--- src/rtl/seg_pkg.sv ---
// Shared constants and slot-state type for the 7-segment display scanner.
package seg_pkg;

  localparam int DIV_DEFAULT  = 50000;
  localparam int DEAD_DEFAULT = 500;

  typedef enum logic {
    SLOT_DEAD,
    SLOT_SHOW
  } slot_state_e;

endpackage

--- src/rtl/seg_scan.sv ---
// Time-multiplexed digit scanner: one nibble + one-hot enable per slot, dead gap, leading-zero blanking.
// Outputs registered (one cycle behind cnt/idx); new loads show from the next frame, no backpressure.
module seg_scan
  import seg_pkg::*;
#(
  parameter int DIGITS = 4,
  parameter int DIV    = DIV_DEFAULT,
  parameter int DEAD   = DEAD_DEFAULT
) (
  input  logic                clk_i,
  input  logic                rst_i,
  input  logic [4*DIGITS-1:0] data_i,
  input  logic                load_i,
  input  logic                blank_lz_i,
  input  logic [DIGITS-1:0]   dp_i,
  output logic [3:0]          nibble_o,
  output logic [DIGITS-1:0]   dig_o,
  output logic                dp_o
);

  localparam int CW = $clog2(DIV);
  localparam int IW = $clog2(DIGITS);
  localparam logic [CW-1:0] CNT_LAST  = CW'(DIV - 1);
  localparam logic [CW-1:0] DEAD_LAST = CW'((DEAD == 0) ? 0 : DEAD - 1);
  localparam logic [IW-1:0] IDX_LAST  = IW'(DIGITS - 1);
  // With no dead interval every slot opens directly in SHOW.
  localparam slot_state_e SLOT_START = (DEAD == 0) ? SLOT_SHOW : SLOT_DEAD;

  logic [CW-1:0]       cnt_q, cnt_d;
  logic [IW-1:0]       idx_q, idx_d;
  slot_state_e         state_q, state_d;
  logic [4*DIGITS-1:0] shd_q, shd_d;
  logic [4*DIGITS-1:0] dsp_q, dsp_d;
  logic [3:0]          nibble_d;
  logic [DIGITS-1:0]   dig_d;
  logic                dp_d;
  logic [DIGITS-1:0]   blanked;
  logic                all_zero;

  always_ff @(posedge clk_i) begin
    if (rst_i) begin
      cnt_q    <= '0;
      idx_q    <= '0;
      state_q  <= SLOT_START;
      shd_q    <= '0;
      dsp_q    <= '0;
      nibble_o <= '0;
      dig_o    <= '0;
      dp_o     <= 1'b0;
    end else begin
      cnt_q    <= cnt_d;
      idx_q    <= idx_d;
      state_q  <= state_d;
      shd_q    <= shd_d;
      dsp_q    <= dsp_d;
      nibble_o <= nibble_d;
      dig_o    <= dig_d;
      dp_o     <= dp_d;
    end
  end

  always_comb begin
    cnt_d   = cnt_q + CW'(1);
    idx_d   = idx_q;
    state_d = state_q;
    shd_d   = load_i ? data_i : shd_q;
    dsp_d   = dsp_q;

    if (cnt_q == CNT_LAST) begin
      cnt_d   = '0;
      state_d = SLOT_START;
      if (idx_q == IDX_LAST) begin
        idx_d = '0;
        // Frame boundary: a same-cycle load bypasses the shadow so it is not lost.
        dsp_d = shd_d;
      end else begin
        idx_d = idx_q + IW'(1);
      end
    end else if (DEAD != 0 && cnt_q == DEAD_LAST) begin
      state_d = SLOT_SHOW;
    end
  end

  always_comb begin
    all_zero = 1'b1;
    blanked  = '0;
    for (int k = DIGITS - 1; k > 0; k--) begin
      all_zero   = all_zero & (dsp_q[4*k +: 4] == 4'h0);
      blanked[k] = blank_lz_i & all_zero;
    end

    nibble_d = dsp_q[{idx_q, 2'b00} +: 4];
    dp_d     = (state_q == SLOT_SHOW) & dp_i[idx_q];
    dig_d    = '0;
    if (state_q == SLOT_SHOW && !blanked[idx_q]) begin
      dig_d = DIGITS'(1) << idx_q;
    end
  end

endmodule

--- config.mk ---
export PLATFORM = sky130hd
export DESIGN_NAME = seg_scan
export DESIGN_NICKNAME = d
export VERILOG_FILES = /design/src/rtl/seg_pkg.sv /design/src/rtl/seg_scan.sv
export SDC_FILE = /design/constraint.sdc
export NUM_CORES = 1
export LEC_CHECK = 0
export ABC_AREA = 1
export BUFFER_PORTS_ARGS = -buffer_cell sky130_fd_sc_hd__buf_2
export CAP_MARGIN = 20
export CORE_MARGIN = 3
export CORE_UTILIZATION = 50
export CTS_CLUSTER_DIAMETER = 80
export DETAILED_ROUTE_END_ITERATION = 10
export PLACE_DENSITY = 0.73
export SLEW_MARGIN = 20
export SYNTH_ARGS = -nofsm -noshare
export SYNTH_HDL_FRONTEND = slang
export SYNTH_SLANG_ARGS = --single-unit
export TNS_END_PERCENT = 30
--- constraint.sdc ---
create_clock -name clk_i -period 1.59 [get_ports clk_i]
set_clock_uncertainty 0.2 [all_clocks]
set_input_delay 0.0795 -clock clk_i [delete_from_list [all_inputs] [get_ports clk_i]]
set_output_delay 0.0795 -clock clk_i [all_outputs]
set_load 0.03 [all_outputs]
Yosys cells after proc, flatten, opt, wreduce, memory -nomap -nowiden

Cells that the tools add are included.

Reductions and logical operators: 8
Bitwise gates (word level): 7
Add/subtract/negate cells: 2
Equal/unequal tests: 3
Shift-type cells: 2
Mux-type cells: 6
$lt $le $gt $ge: 1

Operators by type and width:

| kind                  | count |
|---|---|
| $add 16x1->16 const B | 1 |
| $eq 16x16->1 const B  | 1 |
| $eq 16x9->1 const B   | 1 |
| $mux 16               | 1 |
| $shiftx 16x5->4       | 1 |
| $logic_not 4->1       | 3 |
| $and 1x1->1           | 6 |
| $bmux 1 s2            | 2 |
| $reduce_or 2->1       | 2 |
| $shl 1x2->4 const A   | 1 |
| $lt 2x3->1 const B    | 1 |
| $add 2x1->2 const B   | 1 |
| $eq 2x2->1 const B    | 1 |
| $mux 1                | 2 |
| $mux 2                | 1 |
| $reduce_and 2->1      | 1 |
| $logic_and 1x1->1     | 1 |
| $logic_not 1->1       | 1 |
| $not 1->1             | 1 |

Bits of input ports: 24
Word-level logic and storage cells: 37
Output and inout port bits: 9
Register bits after elaboration: 60

Depth between registers and ports, before layout

Gate-level depths: netlist (run 1).

Word-level depth: 10
Depth in mapped cells: 9

Least setup slack after synthesis (run 1)

OpenSTA, ideal clock, no wires.

Path type: flip-flop to flip-flop
From: reg idx_q[1]
To: reg dsp_q[8]
Cell stages (with the launch flop): 7
Clock period less this slack: 1604 ps
Arrival time: 1271 ps
Slack: -14 ps
Path buffers: 2
Path through: dfxtp_1 ha_1 clkbuf_1 nand3_2 buf_2 nand2_1 a21oi_1

Longest elaborated chain between the ends: 2

Ends and longest elaborated chain:

| item                       | RTL line       | text |
|---|---|---|
| from (decl)                | seg_scan.sv:30 | `logic [IW-1:0] idx_q, idx_d;` |
| from (signal assigned)     | seg_scan.sv:52 | `idx_q <= idx_d;` |
| $eq 2x2->1                 | seg_scan.sv:72 | `if (idx_q == IDX_LAST) begin` |
| $reduce_and 2->1 (no line) | n/a            |  |
| to (signal assigned)       | seg_scan.sv:55 | `dsp_q <= dsp_d;` |
| to (decl)                  | seg_scan.sv:33 | `logic [4*DIGITS-1:0] dsp_q, dsp_d;` |

No other way between the ends.
A chain may end at the register's enable or synchronous reset.

Final worst setup path (run 1)

From: reg cnt_q[12]
To: reg dsp_q[5]

Longest elaborated chain between the ends: 2

Ends and longest elaborated chain:

| item                       | RTL line       | text |
|---|---|---|
| from (decl)                | seg_scan.sv:29 | `logic [CW-1:0] cnt_q, cnt_d;` |
| from (signal assigned)     | seg_scan.sv:51 | `cnt_q <= cnt_d;` |
| $eq 16x16->1               | seg_scan.sv:69 | `if (cnt_q == CNT_LAST) begin` |
| $reduce_and 2->1 (no line) | n/a            |  |

No other way between the ends.

==> metrics.md, run 1 <==
| Metric | Value |
|---|---|
| Status | `finished with violations` |
| Failing checks | `negative hold slack` |
| Drt total wl | `6.18 mm` |
| Synth area leader | `dfxtp_1` |
| Most frequent cell after synthesis | `nand2_1` |
| Comb power frac | `6.2%` |
| Post-DP Area | `0.00293 mm2` |
| Commonest cells in the synthesized netlist | `nand2_1 (66), dfxtp_1 (60), nor2_1 (54)` |
| CTS clk-pin slew, worst paths | `0.07 ns` |
| Synth Register Bits | `60` |
| Grt total ovfl | `0` |
| Clock Tree Root | `clkbuf_8` |
| Post-Syn Area per Cell | `7.33 um2` |
| Area share of the largest cell type after synthesis | `44.9%` |
| H-tree depth | `3` |
| Met2 Routed Length | `2.88 mm` |
| Ys flop type | `dfxtp_1` |
| Die Wd | `79.1 um` |
| Flop pwr share | `50.1%` |
| Die Area | `0.00626 mm2` |
| Routed wl met3 | `306 um` |
| TritonCTS Buffers | `9` |
| Dpl hpwl | `4.02 mm` |
| Largest fanout on the critical path | `6` |
| Slew Limit Fails | `0` |
| Reg-to-reg startpoint | `cnt_q[12]` |
| Synth top area cells | `dfxtp_1 (45%), nand2_1 (9.3%), nor2_1 (7.6%), inv_1 (7.2%), a21oi_1 (6.0%)` |
| Worst r2r dst | `dsp_q[5]` |
| Worst r2r path cells | `6` |
| PD cells | `880 mW/mm2` |
| Layout area overhead | `31.0%` |
| Sequential fraction of the synthesis area | `44.9%` |
| Vert. Die Dim | `79.1 um` |
| Hold Path Stages | `4` |
| GRT Resource Usage Total | `20.9%` |
| Crit Path Class | `flip-flop to flip-flop` |
| Clock Sinks | `60` |
| Fin. Hold Viols | `1` |
| Rel. slew slack | `68.6%` |
| P_leak | `1.44 nW` |
| Initial drt markers | `213` |
| RSZ-0062 raised after global routing | `yes` |
| Worst Tran Pin Value | `0.466 ns` |
| Asr flop ratio synth | `0%` |
| CTS tree | `done` |
| Largest net degree at the start of global routing | `39` |
| Nets | `463` |
| I/O Pins | `33` |
| YS warnings | `0` |
| DR top layer | `met4` |
| Switching power | `0.000708 W` |
| First-pass GRT wire length | `10.3 mm` |
| Core area | `0.00494 mm2` |
| Vias in the first global route | `2371` |
| Routed wire per std cell | `12.2 um` |
| Yosys cell types | `30` |
| Worst hold start | `load_i` |
| GP Congestion | `0.903` |
| Net Sw Frac | `23.0%` |
| Worst-Skew Late Latency | `0.34 ns` |
| EDFF count, synth | `0` |
| Final min period | `1.57 ns` |
| CP required | `1.66 ns` |
| Post-layout instance area | `0.00350 mm2` |
| Clock share of power | `43.7%` |
| Num rows | `25` |
| Arrival time worst endpoint | `1.64 ns` |
| First-pass DRT Iterations | `4` |
| ANT cells | `0` |
| R2R Setup Slk | `0.02 ns` |
| Share of post-route cells with drive strength above 1 | `22.4%` |
| Worst hold slack | `-0.0197 ns` |
| Crit start category | `flip-flop` |
| Worst hold endpoint | `dsp_q[15]` |
| Metal-1 WL | `2.93 mm` |
| # DRC | `0` |
| MaxCap Viol Count | `0` |
| Cells after synthesis | `365` |
| Antenna violations before repair | `0` |
| Starting Density | `54.1%` |
| Internal Power | `0.00237 W` |
| Antenna Violating Nets Remaining | `0` |
| Drt via density | `4.99` |
| Setup crit end kind | `flip-flop` |
| CTS max path bufs | `2` |
| Endpoints failing setup | `0` |
| FMAX | `639 MHz` |
| DR vias | `2534` |
| IO Port Bufs | `32` |
| Post-Syn Area | `0.00267 mm2` |
| Post-synth net total | `391` |
| Hold Path Class | `primary input to flip-flop` |
| Final Cycle Share | `98.4%` |
| Peak supply drop | `0.598 mV` |
-- cell type report --
| type | instances | area [um2] |
|---|---|---|
| Clock inverter | 5 | 52.6 |
| Tap cell | 67 | 83.8 |
| Multi-Input combinational cell | 238 | 1270 |
| Fill cell | 401 | 1440 |
| Inverter | 53 | 199 |
| Clock buffer | 10 | 138 |
| Sequential cell | 60 | 1210 |
| Timing Repair Buffer | 75 | 553 |
-- cells in the final DEF (no fill, tap or decap), drive strengths merged --
cell type	synthesis	routed
dlygate4sd3	0	22
inv	53	53
clkinvlp	0	1
nor3	6	6
a21oi	32	32
clkinv	0	3
o21ai	21	21
xor2	3	3
nand3	14	15
xnor2	2	2
nand3b	2	2
ha	2	2
nand2	70	70
a21boi	1	1
nor3b	1	1
nand4	20	20
dfxtp	60	60
a22oi	5	5
nor2	56	56
or2	2	2
bufinv	0	1
clkbuf	5	10
buf	10	53
-- critical path, cell delays in order, from the launching register on --
cell and delay, ns:
dfxtp_2 0.35, nor2_4 0.12, nand3_2 0.08, nor2_4 0.30
buf_4 0.20, nand4_1 0.09, a21oi_1 0.15
-- layer usage --
| layer | track usage, % | vias up |
|---|---|---|
| met5 | 0 | - |
| li1 | - | 1322 |
| met2 | 32.4 | 73 |
| met3 | 6.01 | 7 |
| met1 | 27.8 | 1132 |
| met4 | 7.04 | 0 |
-- through the flow --
step / instances / utilization, % / setup slack (ns) / total power, W / TNS [ns]
detailed placement: 466 / 59.3 / -0.102 / 0.00171 / -1.93
floorplan: 365 / - / 0.00329 / 0.00166 / 0
CTS: 505 / 68.8 / -0.0185 / 0.00308 / -0.0185
finish: 508 / 70.9 / 0.0249 / 0.00308 / 0
global route: 508 / 70.9 / -0.0723 / 0.00319 / -1.08
global placement: 466 / 59.3 / -0.0671 / 0.00171 / -0.422
-- flip-flops by register name (all words and copies together) (netlist names) --
register and flops:
dig_o 4, dsp_q 16, idx_q 2, state_q 1, dp_o 1, cnt_q 16
nibble_o 4, shd_q 16
-- how the worst max path moves through the flow --
stage                     startpoint        end  slack (ns)  cells after the start
after floorplan             cnt_q[0]   cnt_q[9]       0.003                      8
after global placement      cnt_q[0]  cnt_q[10]       -0.07                      8
after detailed placement    cnt_q[1]  dsp_q[12]       -0.10                      6
after CTS                   cnt_q[1]  cnt_q[10]       -0.02                      8
after global routing       cnt_q[12]   dsp_q[5]       -0.07                      6
final                      cnt_q[12]   dsp_q[5]        0.02                      6
-- power groups by stage --
stage / combinational [W] / sequential (W) / clock, W
finish: 0.000192 / 0.00154 / 0.00135
global route: 0.000219 / 0.00155 / 0.00143
CTS: 0.000185 / 0.00154 / 0.00136
detailed placement: 0.000138 / 0.00157 / 0
global placement: 0.000133 / 0.00157 / 0
floorplan: 0.0000891 / 0.00157 / 0
-- repair_timing --
| item | CTS | global route |
|---|---|---|
| gates resized for setup | 9 | 23 |
| hold endpoints to repair | 39 | 0 |
| setup buffers | 2 | 1 |
| cloned | 0 | 2 |
| pin swaps | 2 | 8 |
| hold buffers | 22 | 0 |
| setup endpoints to repair | 33 | 40 |
-- cells by family (layout without fill, tap and decap cells) --
logic type / Yosys count / after routing / share of synthesized area, %
xor gates and xnor gates: 5 / 5 / 1.64
AOI/OAI and AO/OA: 59 / 59 / 11.6
adders and majority gates: 2 / 2 / 0.936
buffers and inverters: 68 / 143 / 11.8
DFF: 60 / 60 / 44.9
and+or+nand+nor: 171 / 172 / 29.1
Power figures use the tool's default switching activity.
==> inputs of run 2 (changes only) <==
--- a/config.mk
+++ b/config.mk
@@ -10,8 +10,10 @@
 export CAP_MARGIN = 20
 export CORE_MARGIN = 3
 export CORE_UTILIZATION = 50
+export CTS_BUF_LIST = sky130_fd_sc_hd__clkbuf_4
 export CTS_CLUSTER_DIAMETER = 80
 export DETAILED_ROUTE_END_ITERATION = 10
+export GPL_TIMING_DRIVEN = 0
 export PLACE_DENSITY = 0.73
 export SLEW_MARGIN = 20
 export SYNTH_ARGS = -nofsm -noshare
==> run 2 against run 1 <==
Net effect: the run now ends clean; wire length up 6.4%; via count up 4.2%; register-to-register slack about the same; worst hold slack better by 0.039 ns; die area unchanged; final area up 2.3%; sequential cell count unchanged; cell count up 3.0%; clock power down 9%; largest cell class unchanged.
==> metrics.md, run 2 (synthesis results as in run 1) <==
| Metric | Value |
|---|---|
| Status | `finished, final reports clean` |
| Hold Path Class | `primary input to flip-flop` |
| GRT Resource Usage Total | `21.5% (+0.66 points)` |
| GRT met3 Usage | `4.08% (-1.9 points)` |
| FMAX | `634 MHz (-0.72%)` |
| TritonCTS Buffers | `9 (unchanged)` |
| DR vias | `2641 (+4.2%)` |
| Clock Sinks | `60 (unchanged)` |
| Commonest non-fill, non-tap cell in the layout | `nand2_1` |
| Vias in the first global route | `2447 (+3.2%)` |
| Total power | `0.00300 W (-2.6%)` |
| CP required | `1.74 ns (+0.08 ns)` |
| Clock Tree Root | `clkbuf_4` |
| Dpl hpwl | `4.11 mm (+2.4%)` |
| Fin Setup TNS | `0 ns (unchanged)` |
| Slew Limit Fails | `0 (unchanged)` |
| Grt peak-use layer | `met2` |
| MaxCap Viol Count | `0 (unchanged)` |
| ANT cells | `0 (unchanged)` |
| Share of post-route cells with drive strength above 1 | `22.6% (+0.14 points)` |
| Layout area overhead | `34.0%` |
| Peak supply drop | `0.528 mV (-12%)` |
| I/O Pins | `33 (unchanged)` |
| CTS clk-pin slew, worst paths | `0.11 ns (+0.04 ns)` |
| Num rows | `25 (unchanged)` |
| Worst-Skew Late Latency | `0.41 ns (+0.07 ns)` |
| Starting Density | `54.1% (unchanged)` |
| Arrival time worst endpoint | `1.72 ns (+0.08 ns)` |
| CTS tree | `done` |
| IO Port Bufs | `32 (unchanged)` |
| Setup crit start | `data_i[14]` |
| RSZ-0062 raised after global routing | `yes` |
| Antenna violations before repair | `0 (unchanged)` |
| GR Layer Usage met2 | `36.4% (+4.0 points)` |
| Setup crit end kind | `flip-flop` |
| Worst hold start | `load_i` |
| Vert. Die Dim | `79.1 um (unchanged)` |
| Routed wire per std cell | `12.6 um (+3.3%)` |
| Largest net degree at the start of global routing | `12 (-69%)` |
| Die Area | `0.00626 mm2 (unchanged)` |
| Crit Path Class | `primary input to flip-flop` |
| P_leak | `1.49 nW (+3.2%)` |
| Drt total wl | `6.58 mm (+6.4%)` |
| Antenna Violating Nets Remaining | `0 (unchanged)` |
| Regs by FF count | `cnt_q x16, dsp_q x16, shd_q x16` |
| Pre-CTS WS | `-0.186 ns (-0.0840 ns)` |
| First-pass DRT Iterations | `5 (+1)` |
| Final Cycle Share | `99.1% (+0.71 points)` |
| CTS max path bufs | `2 (unchanged)` |
| Nets | `477 (+3.0%)` |
| Endpoints failing setup | `0 (unchanged)` |
| Rel. slew slack | `62.6% (-6.0 points)` |
| Drt via density | `5.05 (+1.2%)` |
| GP Congestion | `0.938 (+3.9%)` |
| Worst Tran Pin Value | `0.560 ns (+0.0948 ns)` |
| H-tree depth | `3 (unchanged)` |
| Reg-to-reg startpoint | `cnt_q[0]` |
| PD cells | `838 mW/mm2 (-4.8%)` |
| Core area | `0.00494 mm2 (unchanged)` |
| Fillers | `409 (+2.0%)` |
| Largest fanout on the critical path | `2 (-4)` |
| Crit start category | `primary input` |
| Worst setup slack after layout | `0.0136 ns (-0.0113 ns)` |
| # DRC | `0 (unchanged)` |
| Fin. Hold Viols | `0 (-1)` |
| Grt total ovfl | `0 (unchanged)` |
| Final min period | `1.58 ns (+0.0113 ns)` |
| Most frequent cells in the layout | `nand2_1 (66), nor2_1 (52), inv_1 (51), dfxtp_1 (50), buf_2 (34)` |
| Initial drt markers | `199 (-6.6%)` |
| First-pass GRT wire length | `10.6 mm (+2.9%)` |
| Met1 usage | `27.3% (-0.56 points)` |
| Die Wd | `79.1 um (unchanged)` |
run 2: cell count changes in the layout (fill, tap and decap cells not counted), sizes merged:
cell,previous run,this run
dlygate4sd3,22,30
clkbuf,10,14
buf,53,55
bufinv,1,2
clkinv,3,4
nand3,15,14
run 2: repair_timing:
action | CTS | global route
resized for setup | 14 | 26
pin swaps | 2 | 27
setup buffers | 5 | 7
gates cloned | 1 | 0
setup endpoints to repair | 35 | 47
endpoints found under the hold margin | 54 | 0
hold buffers | 30 | 0
run 2: final cells by class:
| type | instances | area (um2) | share of cell area, % |
|---|---|---|---|
| plain buffers | 15 | 131 | 3.67 |
| inverters | 53 | 199 | 5.55 |
| clock buffers | 9 | 67.6 | 1.89 |
| repair buffers | 75 | 569 | 15.9 |
| well taps | 67 | 83.8 | 2.34 |
| flip-flops and latches | 60 | 1210 | 33.9 |
| multi-input cells | 237 | 1230 | 34.2 |
| clock inverters | 7 | 91.3 | 2.55 |
run 2: final timing paths:
kind / to / slack [ns] / depth (start not counted)
worst max-delay path: dsp_q[14] / 0.01 / 7
worst min-delay path: dsp_q[3] / 0.02 / 5
worst max register to register: dsp_q[5] / 0.02 / 7
worst min register to register: cnt_q[0] / 0.24 / 1
run 2: worst max-delay path, cell delays in order:
cell           delay (ns)
dlygate4sd3_1        0.54
buf_2                0.12
nand2_1              0.04
dlygate4sd3_1        0.54
o21ai_1              0.14
nand4_1              0.12
a21oi_1              0.14
run 2: through the flow:
step | cell area, um2 | utilization, % | cells | hold slack [ns]
floorplan | 2680 | - | 365 | 0.0723
detailed placement | 2920 | 59.1 | 464 | 0.226
global placement | 2920 | 59.1 | 464 | 0.202
global route | 3580 | 72.5 | 523 | 0.0659
CTS | 3480 | 70.3 | 516 | 0.0177
finish | 3580 | 72.5 | 523 | 0.0195
run 2: where the power goes:
part	switching (W)	internal (W)	total [W]
clock network	0.000596	0.000631	0.00123
logic	0.000111	0.000119	0.000230
registers	0.0000129	0.00153	0.00154
total	0.000720	0.00228	0.00300
run 2: per-layer routing:
layer	vias to the layer above	share of wire, %
met1	1196	47
met2	82	46
met4	0	1.5
li1	1352	-
met3	11	5.1
met5	-	0
==> inputs of run 3 (changes only) <==
--- a/config.mk
+++ b/config.mk
@@ -6,15 +6,14 @@
 export NUM_CORES = 1
 export LEC_CHECK = 0
 export ABC_AREA = 1
-export BUFFER_PORTS_ARGS = -buffer_cell sky130_fd_sc_hd__buf_2
+export BUFFER_PORTS_ARGS = -buffer_cell sky130_fd_sc_hd__buf_4
 export CAP_MARGIN = 20
 export CORE_MARGIN = 3
-export CORE_UTILIZATION = 50
+export CORE_UTILIZATION = 41
 export CTS_BUF_LIST = sky130_fd_sc_hd__clkbuf_4
 export CTS_CLUSTER_DIAMETER = 80
 export DETAILED_ROUTE_END_ITERATION = 10
 export GPL_TIMING_DRIVEN = 0
-export PLACE_DENSITY = 0.73
 export SLEW_MARGIN = 20
 export SYNTH_ARGS = -nofsm -noshare
 export SYNTH_HDL_FRONTEND = slang
==> run 3 against run 2 <==
Net effect: via count is 3.6% lower; register-to-register slack worse by 0.02 ns; total power is 7.5% lower; clock power is 18% lower; cell count is 0.57% lower; first-iteration DRC count is 55% lower; sequential power hardly changed; final area is 1.2% lower; critical endpoint is now cnt_q[6]; largest power group unchanged.
==> metrics.md, run 3 (synthesis results as in run 1) <==
| Metric | Value |
|---|---|
| Total power | `0.00278 W (-7.5%)` |
| R2R Setup Slk | `0.0008 ns (-0.02 ns)` |
| Grt total ovfl | `0 (unchanged)` |
| Post-Route Utilization | `57.8% (-15 points)` |
| I/O Pins | `33 (unchanged)` |
| Regs by FF count | `cnt_q x16, dsp_q x16, shd_q x16` |
| Clock Tree Root | `clkbuf_4` |
| Grt peak-use layer | `met2` |
| Hold Path Class | `flip-flop to flip-flop` |
| Status | `finished, final reports clean` |
| First-pass DRT Iterations | `4 (-1)` |
| Crit start category | `flip-flop` |
| Max incr delay on CP | `0.37 ns (-0.17 ns)` |
| Met1 usage | `25.1% (-2.2 points)` |
| Num rows | `28 (+12%)` |
| IO Port Bufs | `32 (unchanged)` |
| GRT Resource Usage Total | `17.7% (-3.9 points)` |
| GR Layer Usage met2 | `26.3% (-10 points)` |
| Worst hold endpoint | `state_q` |
| Die Area | `0.00753 mm2 (+20%)` |
| Clock Sinks | `60 (unchanged)` |
| PD cells | `784 mW/mm2 (-6.4%)` |
| Most frequent cells in the layout | `nand2_1 (66), dfxtp_1 (53), nor2_1 (52), inv_1 (51), buf_4 (39)` |
| Fin. Hold Viols | `0 (unchanged)` |
| GP Congestion | `0.860 (-8.3%)` |
| Initial drt markers | `90 (-55%)` |
| DR vias | `2546 (-3.6%)` |
| Die Wd | `86.8 um (+9.6%)` |
| RSZ-0062 raised after global routing | `yes` |
| Drt via density | `4.90 (-3.0%)` |
| Slew Limit Fails | `0 (unchanged)` |
| Worst r2r dst | `cnt_q[6]` |
| Hold Path Stages | `2 (-3)` |
| P_leak | `1.45 nW (-2.3%)` |
| Final min period | `1.59 ns (+0.0128 ns)` |
| CTS clk-pin slew, worst paths | `0.10 ns (about the same)` |
| Starting Density | `43.6% (-10 points)` |
| # DRC | `0 (unchanged)` |
| ANT cells | `0 (unchanged)` |
| Reg-to-reg startpoint | `cnt_q[1]` |
| Core area | `0.00613 mm2 (+24%)` |
| Peak supply drop | `0.570 mV (+7.8%)` |
| Setup crit end kind | `flip-flop` |
| CP max-delay cell | `dfxtp_2` |
| Worst hold start | `state_q` |
| TritonCTS Buffers | `9 (unchanged)` |
| Antenna violations before repair | `0 (unchanged)` |
| GRT met3 Usage | `3.14% (-0.94 points)` |
| Most used cell, CP | `buf_6` |
| Routed wire per std cell | `11.9 um (-5.2%)` |
| CTS max path bufs | `2 (unchanged)` |
| Worst-Skew Late Latency | `0.38 ns (-0.03 ns)` |
| Largest net degree at the start of global routing | `11 (-1)` |
| Dpl hpwl | `4.35 mm (+5.8%)` |
| Vert. Die Dim | `86.8 um (+9.6%)` |
| Commonest non-fill, non-tap cell in the layout | `nand2_1` |
| H-tree depth | `3 (unchanged)` |
| Antenna Violating Nets Remaining | `0 (unchanged)` |
| Vias in the first global route | `2357 (-3.7%)` |
| Setup crit start | `cnt_q[1]` |
| Share of post-route cells with drive strength above 1 | `21.1% (-1.5 points)` |
| CTS tree | `done` |
| Endpoints failing setup | `0 (unchanged)` |
| Arrival time worst endpoint | `1.67 ns (-0.05 ns)` |
| Worst hold slack | `0.268 ns (+0.248 ns)` |
| Worst r2r path cells | `8 (+1)` |
| Nets | `466 (-2.3%)` |
| Pre-CTS WS | `-0.200 ns (-0.0141 ns)` |
| Rel. slew slack | `64.1% (+1.5 points)` |
| Final Cycle Share | `99.9% (+0.81 points)` |
| MaxCap Viol Count | `0 (unchanged)` |
| Worst setup slack after layout | `0.000817 ns (-0.0128 ns)` |
| Drt total wl | `6.20 mm (-5.7%)` |
| FMAX | `629 MHz (-0.81%)` |
| Layout area overhead | `32.4%` |
| Worst Tran Pin Value | `0.539 ns (-0.0218 ns)` |
| Largest fanout on the critical path | `6 (+4)` |
| CP required | `1.67 ns (-0.07 ns)` |
| Crit Path Class | `flip-flop to flip-flop` |
| Worst path cell trace | `ha_4 > nand3_4 > nor2_4 > buf_6 > nand2_4 > nand2_8 > buf_6 > nor2_1` |
| First-pass GRT wire length | `10.6 mm (-0.46%)` |
[run 3: changes by cell type in the layout (fill, tap and decap cells not counted), moves of 3 or more]
cell / change
dlygate4sd3_1: -7
buf_2: -32
o21ai_1: -4
buf_4: +28
dfxtp_2: -3
dfxtp_1: +3
o21ai_0: +4
[run 3: layout make-up]
class | instances | area (um2)
fill | 602 | 2590
multi-input combinational | 237 | 1220
sequential | 60 | 1210
timing repair buffer | 64 | 558
inverter | 53 | 199
buffer | 15 | 133
tap | 75 | 93.8
clock buffer | 9 | 67.6
clock inverter | 7 | 57.6
[run 3: where the power goes]
part / internal, W / switching, W
sequential: 0.00153 / 0.0000119
combinational: 0.000122 / 0.000102
clock: 0.000459 / 0.000550
[run 3: worst max-delay path by stage]
stage | slack (ns) | to
2_1_floorplan | 0.003 | cnt_q[9]
3_5_place_dp | -0.20 | cnt_q[10]
4_1_cts | -0.005 | cnt_q[10]
5_1_grt | -0.08 | cnt_q[10]
6_report | 0.0008 | cnt_q[6]
3_3_place_gp | -0.18 | cnt_q[14]
[run 3: through the flow]
| step | cell area, um2 | TNS, ns | std cells |
|---|---|---|---|
| finish | 3540 | 0 | 520 |
| global route | 3540 | -1.67 | 520 |
| CTS | 3490 | -0.00472 | 518 |
| detailed placement | 3010 | -4.04 | 472 |
| global placement | 3010 | -3.35 | 472 |
| floorplan | 2680 | 0 | 365 |
[run 3: worst max-delay path, delay by kind of cell (launching register included)]
family	cells	cell delay, ns
buf+inv	2	0.27
fa+ha+maj	1	0.15
simple gates	5	0.50
flops	1	0.37
[run 3: metal layers]
layer / vias up / part of all wire (%)
li1: 1325 / -
met3: 7 / 5.0
met4: 0 / 1.3
met2: 64 / 43
met1: 1150 / 51
met5: - / 0
[run 3: what timing repair did]
item,4_1_cts,5_1_grt
setup buffers,6,2
hold endpoints to repair,54,1
resized for setup,17,16
hold buffers,23,1
gates cloned,1,0
pin swaps,3,28
endpoints found under the setup margin,35,47
